**config.mk**
```make
export PLATFORM = sky130hd
export DESIGN_NAME = ldpc_hd_syndrome_ctrl
export DESIGN_NICKNAME = d
export VERILOG_FILES = /design/src/rtl/ldpc_hd_syndrome_ctrl.sv
export SDC_FILE = /design/constraint.sdc
export NUM_CORES = 1
export LEC_CHECK = 0
export BUFFER_PORTS_ARGS = -buffer_cell sky130_fd_sc_hd__buf_2
export CAP_MARGIN = 20
export CORE_UTILIZATION = 49
export DETAILED_ROUTE_END_ITERATION = 10
export PLACE_DENSITY = 0.84
export SYNTH_ARGS = -nofsm -noshare
export SYNTH_HDL_FRONTEND = slang
export SYNTH_SLANG_ARGS = --single-unit
```
**constraint.sdc**
```tcl
create_clock -name clk -period 2.6 [get_ports clk]
set_clock_uncertainty 0.2 [all_clocks]
set_input_delay 0.39 -clock clk [delete_from_list [all_inputs] [get_ports clk]]
set_output_delay 0.39 -clock clk [all_outputs]
set_load 0.1 [all_outputs]
```
**src/rtl/ldpc_hd_syndrome_ctrl.sv**
```systemverilog
// Syndrome check and output stage for the hard-decision LDPC decoder: latches hard
// decisions, checks one H row per cycle, then retries or releases. Option: LDPC_SYN_WEIGHT_EN.
module ldpc_hd_syndrome_ctrl #(
    parameter int                N        = 8,
    parameter int                M        = 4,
    parameter logic [M*N-1:0]    H_MATRIX = 32'hF055330F,
    parameter int                MAX_ITER = 10,
    parameter int                ITER_W   = 4,
    localparam int               ROW_W    = (M > 1) ? $clog2(M) : 1,
    localparam int               WT_W     = $clog2(M + 1)
) (
    input  logic              clk,
    input  logic              rst_n,
    input  logic              start,
    input  logic              hd_valid,
    input  logic [N-1:0]      hd_bits,
    output logic              iter_req,
    output logic              busy,
    output logic              out_valid,
    input  logic              out_ready,
    output logic [N-1:0]      out_bits,
    output logic              out_success,
    output logic [ITER_W-1:0] out_iter
`ifdef LDPC_SYN_WEIGHT_EN
    ,
    output logic [WT_W-1:0]   out_weight
`endif
);

    typedef enum logic [1:0] {
        IDLE    = 2'd0,
        WAIT_HD = 2'd1,
        CHECK   = 2'd2,
        OUTPUT  = 2'd3
    } state_t;

    state_t              state_q;
    state_t              state_d;
    logic [N-1:0]        hd_reg;
    logic [ROW_W-1:0]    row_q;
    logic                syn_or;
    logic [ITER_W-1:0]   iter_cnt;
    logic [N-1:0]        h_row;
    logic                par;
    logic                syn_next;
    logic                last_row;
    logic                start_acc;
    logic                hd_acc;
    logic                pass_dec;
    logic                limit_dec;
    logic                retry_dec;
`ifdef LDPC_SYN_WEIGHT_EN
    logic [WT_W-1:0]     wt_q;
`endif

    always_comb begin
        h_row = '0;
        for (int r = 0; r < M; r++) begin
            if (ROW_W'(r) == row_q) begin
                h_row = H_MATRIX[r*N +: N];
            end
        end
    end

    assign par       = ^(h_row & hd_reg);
    assign syn_next  = syn_or | par;
    assign last_row  = (row_q == ROW_W'(M - 1));
    assign start_acc = (state_q == IDLE) && start;
    assign hd_acc    = (state_q == WAIT_HD) && hd_valid;
    // The decision on the last row uses the syndrome including that row's parity.
    assign pass_dec  = (state_q == CHECK) && last_row && !syn_next;
    assign limit_dec = (state_q == CHECK) && last_row && syn_next
                       && (iter_cnt == ITER_W'(MAX_ITER));
    assign retry_dec = (state_q == CHECK) && last_row && syn_next
                       && (iter_cnt != ITER_W'(MAX_ITER));

    always_ff @(posedge clk or negedge rst_n) begin
        if (!rst_n) begin
            state_q <= IDLE;
        end else begin
            state_q <= state_d;
        end
    end

    always_comb begin
        state_d = state_q;
        case (state_q)
            IDLE: begin
                if (start) state_d = WAIT_HD;
            end
            WAIT_HD: begin
                if (hd_valid) state_d = CHECK;
            end
            CHECK: begin
                if (pass_dec || limit_dec) begin
                    state_d = OUTPUT;
                end else if (retry_dec) begin
                    state_d = WAIT_HD;
                end
            end
            OUTPUT: begin
                if (out_ready) state_d = IDLE;
            end
            default: state_d = IDLE;
        endcase
    end

    always_ff @(posedge clk or negedge rst_n) begin
        if (!rst_n) begin
            hd_reg   <= '0;
            row_q    <= '0;
            syn_or   <= 1'b0;
            iter_cnt <= '0;
        end else begin
            if (start_acc) begin
                iter_cnt <= ITER_W'(1);
            end else if (retry_dec) begin
                iter_cnt <= iter_cnt + ITER_W'(1);
            end
            if (hd_acc) begin
                hd_reg <= hd_bits;
                row_q  <= '0;
                syn_or <= 1'b0;
            end else if (state_q == CHECK) begin
                syn_or <= syn_next;
                if (!last_row) row_q <= row_q + ROW_W'(1);
            end
        end
    end

`ifdef LDPC_SYN_WEIGHT_EN
    // Weight counts unsatisfied rows; it restarts together with syn_or.
    always_ff @(posedge clk or negedge rst_n) begin
        if (!rst_n) begin
            wt_q       <= '0;
            out_weight <= '0;
        end else begin
            if (hd_acc) begin
                wt_q <= '0;
            end else if (state_q == CHECK) begin
                wt_q <= wt_q + WT_W'(par);
            end
            if (pass_dec || limit_dec) begin
                out_weight <= wt_q + WT_W'(par);
            end
        end
    end
`endif

    // Status outputs are registered from the next state so they line up with it.
    always_ff @(posedge clk or negedge rst_n) begin
        if (!rst_n) begin
            iter_req    <= 1'b0;
            busy        <= 1'b0;
            out_valid   <= 1'b0;
            out_bits    <= '0;
            out_success <= 1'b0;
            out_iter    <= '0;
        end else begin
            iter_req  <= retry_dec;
            busy      <= (state_d != IDLE);
            out_valid <= (state_d == OUTPUT);
            if (pass_dec || limit_dec) begin
                out_bits    <= hd_reg;
                out_success <= pass_dec;
                out_iter    <= iter_cnt;
            end
        end
    end

endmodule

```
==> impl_metrics.yaml, run 1 <==
status:
  status: "complete, no violations"
cells_and_area:
  regArea_um2: 825.8
  area_delta_synth_final_pct: 20.12
  multi_input_area_um2: 852.1
  final_layout_size_suffix_gt1_share_pct: 41.76
  final_util_pct: 63.97
  fin_area_mm2: 0.002017
  finalNetCount: 202
  diodes: 0
  nFillCells: 270
synthesis:
  yosys_warnings: 0
  syn_avg_cell_area_um2: 11.82
  yosysSeqAreaShare_pct: 49.18
  syn_area_mm2: 0.001679
  ys_types: 37
  synth_cells: 142
  ys_ff_latch: 33
  synth_nets: 162
worst_setup_path:
  cp-end-kind: "register"
  cp.required_ns: 2.61
  startpoint_type: "register"
  rr_endpoint: "out_bits[4]"
  critPathMaxFanout: 7
  crit_arrival_ns: 2.60
  r2r_start: "row_q[1]"
  r2r_setup_slack_ns: 0.02
  worst-r2r-cell-count: 8
  crit_type: "reg2reg"
grt:
  grt_busiest_layer: "met2"
  met1_usage_pct: 26.37
  grtUsageMet2_pct: 34.54
  grtUsageMet3_pct: 6.610
  grt_max_degree: 34
  grt_pass1_vias: 1270
  antenna_found_initial: 0
  grt_pass1_wl_um: 5582
  grt.total_usage_pct: 21.34
  grt.overflow.total: 0
worst_hold_path:
  min_from: "hd_bits[5]"
  hold_class: "in2reg"
  whs_endpoint: "hd_reg[5]"
  holdPathStages: 2
sta:
  timing.final.crit_share_pct: 99.39
  setup_violations: 0
  worst_pin_slew_ns: 0.7191
  fmax_ghz: 0.3870
  slew_viol_final: 0
  hold_viol_final: 0
  relSlewSlack_pct: 52.06
  rsz0062_at_grt: "true"
  post-route-min-period_ns: 2.584
drt:
  routed-via-count: 1194
  drt_wl_total_um: 3323
  viasPerCell: 5.283
  drt_iter0_drc: 22
  drc: 0
  wl_per_cell_um: 14.70
  dr.pass1.iters: 4
  drtAntennaViolNets: 0
cts:
  clk_pin_slew_ns: 0.11
  cts.path.max_buffers: 2
  insertion_delay_ns: 0.34
  cts_buffers: 5
  cts-root-buf: "clkbuf_4"
  cts_tree: "built"
  htreeDepth: 2
  cts_sinks: 33
floorplanning:
  coreArea_mm2: 0.003153
  fp.dieW_um: 60.54
  initial_utilization_pct: 53.25
  die_h_um: 60.54
  die_area_mm2: 0.003665
  pin_count: 29
  core.rowCount: 20
run:
  drv_cap: 0
place:
  dpl_cell_area_mm2: 0.001873
  hpwlAfterDp_um: 2233
  port_buffers: 28
  gp_congestion: 0.7939
==> worst max-delay path, cell delays in order, from the launching register on <==
cell and delay [ns]:
dfrtp_1 0.42, buf_4 0.14, ha_1 0.21, o21ai_2 0.23
mux2i_1 0.24, a31oi_1 0.11, mux2_4 0.33, o21a_4 0.26
mux2_4 0.31
==> worst max-delay path by stage <==
stage,to,from,slack [ns]
after CTS,iter_cnt[2],row_q[1],0.03
after floorplan,out_bits[0],row_q[0],0.01
after detailed placement,out_bits[0],row_q[0],-0.02
after global placement,out_bits[0],row_q[0],0.06
after global routing,iter_cnt[3],row_q[1],-0.10
final,out_bits[4],row_q[1],0.02
==> routing by layer <==
layer	routed length (um)	up-vias
li1	-	575
met4	66	0
met1	1436	579
met3	144	6
met2	1676	34
met5	0	-
==> timing repair <==
item                                   CTS  global route
pin swaps                                0             6
cloned                                   1             0
endpoints found under the hold margin   33             0
buffers inserted                         2             3
hold buffers                             1             0
setup endpoints to repair               11            14
gates resized for setup                  0             7
==> cell usage after synthesis (all sizes together) <==
master / instances / area (um2)
dfrtp: 33 / 825.8
mux2: 20 / 259.0
nand2: 11 / 41.29
nor2: 8 / 30.03
a21oi: 7 / 38.79
ha: 7 / 87.58
o21ai: 6 / 30.03
inv: 5 / 18.77
mux2i: 4 / 40.04
nand2b: 4 / 25.02
clkbuf: 3 / 11.26
nor3: 3 / 15.01
or3: 3 / 18.77
xnor2: 3 / 33.79
a211oi: 2 / 15.01
a31oi: 2 / 12.51
and3b: 2 / 17.52
buf: 2 / 22.52
nor2b: 2 / 12.51
nor3b: 2 / 20.02
a21bo: 1 / 10.01
a21boi: 1 / 7.510
a21o: 1 / 7.510
and2: 1 / 6.260
nand3: 1 / 5.000
nand3b: 1 / 7.510
nand4: 1 / 6.260
o21a: 1 / 15.01
o22a: 1 / 8.760
o22ai: 1 / 6.260
or2b: 1 / 7.510
or4: 1 / 7.510
xor2: 1 / 8.760
==> final cells by class <==
cell class	instances	area share, %
Multi-Input combinational cell	100	42.25
Sequential cell	33	40.94
Timing Repair Buffer	37	10.42
Clock buffer	7	2.730
Tap cell	44	2.730
Inverter	5	0.9305
==> logic make-up (layout without fill, tap and decap cells) <==
kind of cell | after synthesis | after routing | share of synthesized area (%)
simple gates | 41 | 41 | 13.12
flops | 33 | 33 | 49.18
xor+xnor | 4 | 4 | 2.534
buf+inv | 10 | 49 | 3.130
mux | 24 | 24 | 17.81
fa+ha+maj | 7 | 7 | 5.216
compound gates | 23 | 24 | 9.017
==> metrics by stage <==
step / hold slack [ns] / worst slack (ns) / TNS, ns / cells
finish: 0.07769 / 0.01599 / 0 / 226
global route: 0.05111 / -0.1004 / -0.4497 / 226
CTS: 0.07186 / 0.02816 / 0 / 223
detailed placement: 0.2874 / -0.01987 / -0.1283 / 212
global placement: 0.2678 / 0.05927 / 0 / 212
floorplan: -0.1056 / 0.01163 / 0 / 142
==> cell usage in the layout, fill, tap and decap left out, types with 2 or more instances in the layout <==
cell      synthesis  final
dfrtp_1          33     33
buf_2             0     28
nand2_1          11     11
mux2_2           11     11
mux2_4            9      9
nor2_1            8      8
buf_4             0      8
ha_1              7      6
o21ai_0           6      5
a21oi_1           6      5
clkbuf_4          0      5
nand2b_1          4      4
mux2i_1           4      4
inv_1             5      3
or3_1             3      3
inv_2             0      2
nor2b_1           2      2
nor3_1            3      2
a31oi_1           2      2
a211oi_1          2      2
and3b_1           2      2
a21oi_2           1      2
xnor2_2           1      2
o21a_4            1      2
Power of run 1 is left out: the tool's default activity adds up to more than one toggle a clock period on the data nets, which glitch-free logic cannot reach.
==> run 2, diff against run 1 <==
Settings changed: CORE_UTILIZATION 49 to 59, PLACE_DENSITY 0.84 to 0.93.
Clock period 2.6 ns to 3.3 ns, I/O delays scaled along.
==> run 2 against run 1 <==
Via count down 1.6%; worst setup slack improved by 0.47 ns; largest cell class is now flip-flops and latches; sequential share of layout area up 3.1 points.
==> impl_metrics.yaml, run 2 (synthesis results as in run 1) <==
status:
  status: "complete, no violations"
place:
  hpwlAfterDp_um: 2195
  place_ws_ns: 0.5127
  port_buffers: 28
  gp_congestion: 0.8493
sta:
  relSlewSlack_pct: 53.49
  fin_ws_ns: 0.4834
  timing.final.crit_share_pct: 85.35
  post-route-min-period_ns: 2.817
  hold_viol_final: 0
  setup_violations: 0
  worst_pin_slew_ns: 0.6977
  slew_viol_final: 0
  fmax_ghz: 0.3550
  fin_setup_tns_ns: 0
  rsz0062_at_grt: "false"
worst_setup_path:
  crit_arrival_ns: 2.87
  worst-r2r-cell-count: 8
  cp-end-kind: "register"
  cp.required_ns: 3.36
  crit_type: "reg2reg"
  crit_path_start: "row_q[0]"
  r2r_start: "row_q[0]"
  rr_endpoint: "iter_cnt[1]"
  critPathMaxFanout: 8
  r2r_setup_slack_ns: 0.48
  startpoint_type: "register"
cells_and_area:
  mostFrequentLayoutCells: "33 x dfrtp_1, 28 x buf_2, 11 x nand2_1, 11 x mux2_2, 9 x mux2_4"
  final_common_cell: "dfrtp_1"
  area_delta_synth_final_pct: 11.62
  diodes: 0
  regArea_um2: 825.8
  final_layout_size_suffix_gt1_share_pct: 34.68
  multi_input_area_um2: 800.8
  nFillCells: 197
  finalNetCount: 192
grt:
  antenna_found_initial: 0
  grt_max_degree: 34
  grt_pass1_wl_um: 5409
  grt.total_usage_pct: 23.04
  grt_pass1_vias: 1196
  grt.overflow.total: 0
cts:
  post-cts-setup-buffer-count: 0
  cts_tree: "built"
  cts.path.max_buffers: 2
  insertion_delay_ns: 0.33
  holdBufCountCts: 0
  cts_sinks: 33
  clk_pin_slew_ns: 0.10
  cts_buffers: 5
  htreeDepth: 2
  cts-root-buf: "clkbuf_4"
  cts-resized-gates: 0
floorplanning:
  fp.dieW_um: 55.35
  initial_utilization_pct: 64.83
  coreArea_mm2: 0.002590
  core.rowCount: 18
  die_area_mm2: 0.003063
  pin_count: 29
  die_h_um: 55.35
worst_hold_path:
  hold_class: "in2async"
drt:
  drc: 0
  drt_wl_total_um: 2960
  routed-via-count: 1175
  dr.pass1.iters: 5
  drt_iter0_drc: 27
  drtAntennaViolNets: 0
  wl_per_cell_um: 14.58
  viasPerCell: 5.788
run:
  drv_cap: 0
run 2: changes by cell type in the layout (fill, tap and decap cells not counted), sizes merged:
| cell | change |
|---|---|
| buf | -8 |
| clkbuf | -1 |
| clkinv | +2 |
| dlygate4sd3 | -1 |
| o21a | -1 |
run 2: layer usage:
layer  track usage, %  wire [um]  vias to the layer above
met3            7.026        187                       11
met2            36.66       1434                       43
met1            27.93       1260                      561
li1                 -          -                      560
met4            12.50         78                        0
met5                0          0                        -
run 2: critical path: stages (launching register included):
cell and delay [ns]:
dfrtp_1 0.44, inv_1 0.10, ha_1 0.23, or2b_1 0.26
xnor2_2 0.14, xnor2_1 0.31, mux2_4 0.39, nor3b_2 0.44
mux2i_1 0.24
run 2: stage by stage:
| stage | hold slack [ns] | cells | util [%] | instance area, um2 |
|---|---|---|---|---|
| after CTS | 0.01763 | 203 | 72.37 | 1874 |
| after floorplan | -0.0005910 | 142 | - | 1679 |
| after detailed placement | 0.2985 | 195 | 70.39 | 1823 |
| final | 0.001694 | 203 | 72.37 | 1874 |
| after global routing | 0.03900 | 203 | 72.37 | 1874 |
| after global placement | 0.2928 | 195 | 70.39 | 1823 |
run 2: worst max path at each step:
stage | to | slack (ns) | depth (start not counted)
finish | iter_cnt[1] | 0.48 | 8
global route | iter_cnt[1] | 0.22 | 8
CTS | out_bits[6] | 0.49 | 8
detailed placement | iter_cnt[1] | 0.51 | 8
global placement | out_bits[5] | 0.65 | 8
floorplan | out_bits[0] | 0.63 | 9
run 2: layout make-up:
cell class	count	area share, %
inverters	5	1.001
multi-input cells	99	42.72
clock buffers	6	2.203
repair buffers	28	7.477
well taps	30	2.003
clock inverters	2	0.5340
flip-flops and latches	33	44.06
Power of run 2 is left out for the same reason.
==> run 3, diff against run 2 <==
Settings changed: CORE_MARGIN from default to 8, RECOVER_POWER from default to 50.
==> run 3 against run 2 <==
The run now ends with capacitance limit, slew limit left; non-clock buffer count stayed put; sequential cell count stayed put; worst setup slack worse by 0.046 ns; critical path depth stayed put; utilization is 3.7 points lower; via count is 3.1% lower; clock-buffer cell count is 1 higher; cell count stayed put; first-iteration DRC count is 93% higher; register-to-register slack worse by 0.05 ns; largest cell class unchanged; highest routed layer unchanged.
==> impl_metrics.yaml, run 3 (synthesis results as in run 1) <==
sta:
  timing.final.crit_share_pct: 86.74
  rsz0062_at_grt: "false"
  worst_pin_slew_ns: 1.726
  hold_viol_final: 0
  setup_violations: 0
  fmax_ghz: 0.3494
  post-route-min-period_ns: 2.862
  slew_viol_final: 34
  fin_setup_tns_ns: 0
  relSlewSlack_pct: -15.05
worst_setup_path:
  critPathMaxFanout: 12
  cp-end-kind: "register"
  startpoint_type: "register"
  cp.required_ns: 3.31
  crit_arrival_ns: 2.88
  crit_type: "reg2reg"
  worst-r2r-cell-count: 8
  r2r_start: "row_q[0]"
  rr_endpoint: "out_bits[4]"
  r2r_setup_slack_ns: 0.44
grt:
  antenna_found_initial: 0
  grt.overflow.total: 0
  grt_pass1_vias: 1267
  grt_pass1_wl_um: 5699
  grt.total_usage_pct: 14.26
  grt_max_degree: 34
floorplanning:
  pin_count: 29
  fp.dieW_um: 69.35
  initial_utilization_pct: 61.42
  die_area_mm2: 0.004809
  coreArea_mm2: 0.002734
  die_h_um: 69.35
  core.rowCount: 19
cts:
  cts-resized-gates: 0
  cts.path.max_buffers: 2
  htreeDepth: 2
  cts_sinks: 33
  post-cts-setup-buffer-count: 0
  clk_pin_slew_ns: 0.09
  cts_buffers: 5
  cts-root-buf: "clkbuf_4"
  cts_tree: "built"
  holdBufCountCts: 0
  insertion_delay_ns: 0.33
cells_and_area:
  finalNetCount: 192
  final_layout_size_suffix_gt1_share_pct: 33.72
  diodes: 0
  nFillCells: 212
  area_delta_synth_final_pct: 11.85
  final_common_cell: "dfrtp_1"
  mostFrequentLayoutCells: "33 x dfrtp_1, 27 x buf_2, 11 x nand2_1, 11 x mux2_2, 9 x mux2_4"
place:
  port_buffers: 28
  hpwlAfterDp_um: 2381
  gp_congestion: 0.8530
drt:
  drtAntennaViolNets: 0
  drt_iter0_drc: 52
  drt_wl_total_um: 3219
  drc: 0
  routed-via-count: 1138
  dr.pass1.iters: 4
  viasPerCell: 5.606
  wl_per_cell_um: 15.86
run:
  drv_cap: 1
worst_hold_path:
  min_from: "hd_bits[2]"
  holdPathStages: 2
  whs_endpoint: "hd_reg[2]"
  hold_class: "in2reg"
status:
  status: "complete, but fails checks"
  violations: "capacitance limit, slew limit"
## run 3: metrics by stage
| step | worst slack (ns) | area, um2 | std cells | util, % | hold WS (ns) |
|---|---|---|---|---|---|
| 3_3_place_gp | 0.6350 | 1824 | 196 | 66.73 | 0.2904 |
| 3_5_place_dp | 0.5011 | 1824 | 196 | 66.73 | 0.2924 |
| 2_1_floorplan | 0.6346 | 1679 | 142 | - | -0.0005910 |
| 5_1_grt | 0.2400 | 1878 | 203 | 68.70 | 0.1791 |
| 6_report | 0.4376 | 1878 | 203 | 68.70 | 0.1969 |
| 4_1_cts | 0.4712 | 1879 | 203 | 68.74 | 0.02543 |
## run 3: critical path, cell delays in order, from the launching register on
cell	delay, ns
dfrtp_1	0.44
inv_1	0.12
ha_1	0.24
o21ai_0	0.44
mux2i_1	0.25
a31oi_1	0.10
mux2_4	0.33
o21a_4	0.31
mux2_4	0.32
## run 3: how the worst max path moves through the flow
stage	startpoint	end	cells after the start
2_1_floorplan	row_q[0]	out_bits[0]	9
3_3_place_gp	row_q[0]	out_bits[6]	8
3_5_place_dp	row_q[0]	out_bits[6]	8
4_1_cts	row_q[0]	out_bits[6]	8
5_1_grt	row_q[0]	iter_cnt[1]	8
6_report	row_q[0]	out_bits[4]	8
## run 3: area by class of cell
class | count | area, um2 | share of cell area (%)
Inverter | 5 | 18.77 | 0.9993
Timing Repair Buffer | 28 | 138.9 | 7.395
Tap cell | 31 | 38.79 | 2.065
Sequential cell | 33 | 825.8 | 43.97
Multi-Input combinational cell | 99 | 800.8 | 42.64
Clock buffer | 7 | 55.05 | 2.931
## run 3: per-layer routing
| layer | track usage, % | part of all wire [%] | vias to the layer above |
|---|---|---|---|
| met4 | 7.745 | 2.2 | 0 |
| met2 | 22.85 | 48 | 29 |
| li1 | - | - | 555 |
| met3 | 6.724 | 6.7 | 7 |
| met1 | 15.16 | 43 | 547 |
| met5 | 0 | 0 | - |
Power of run 3 is left out for the same reason.
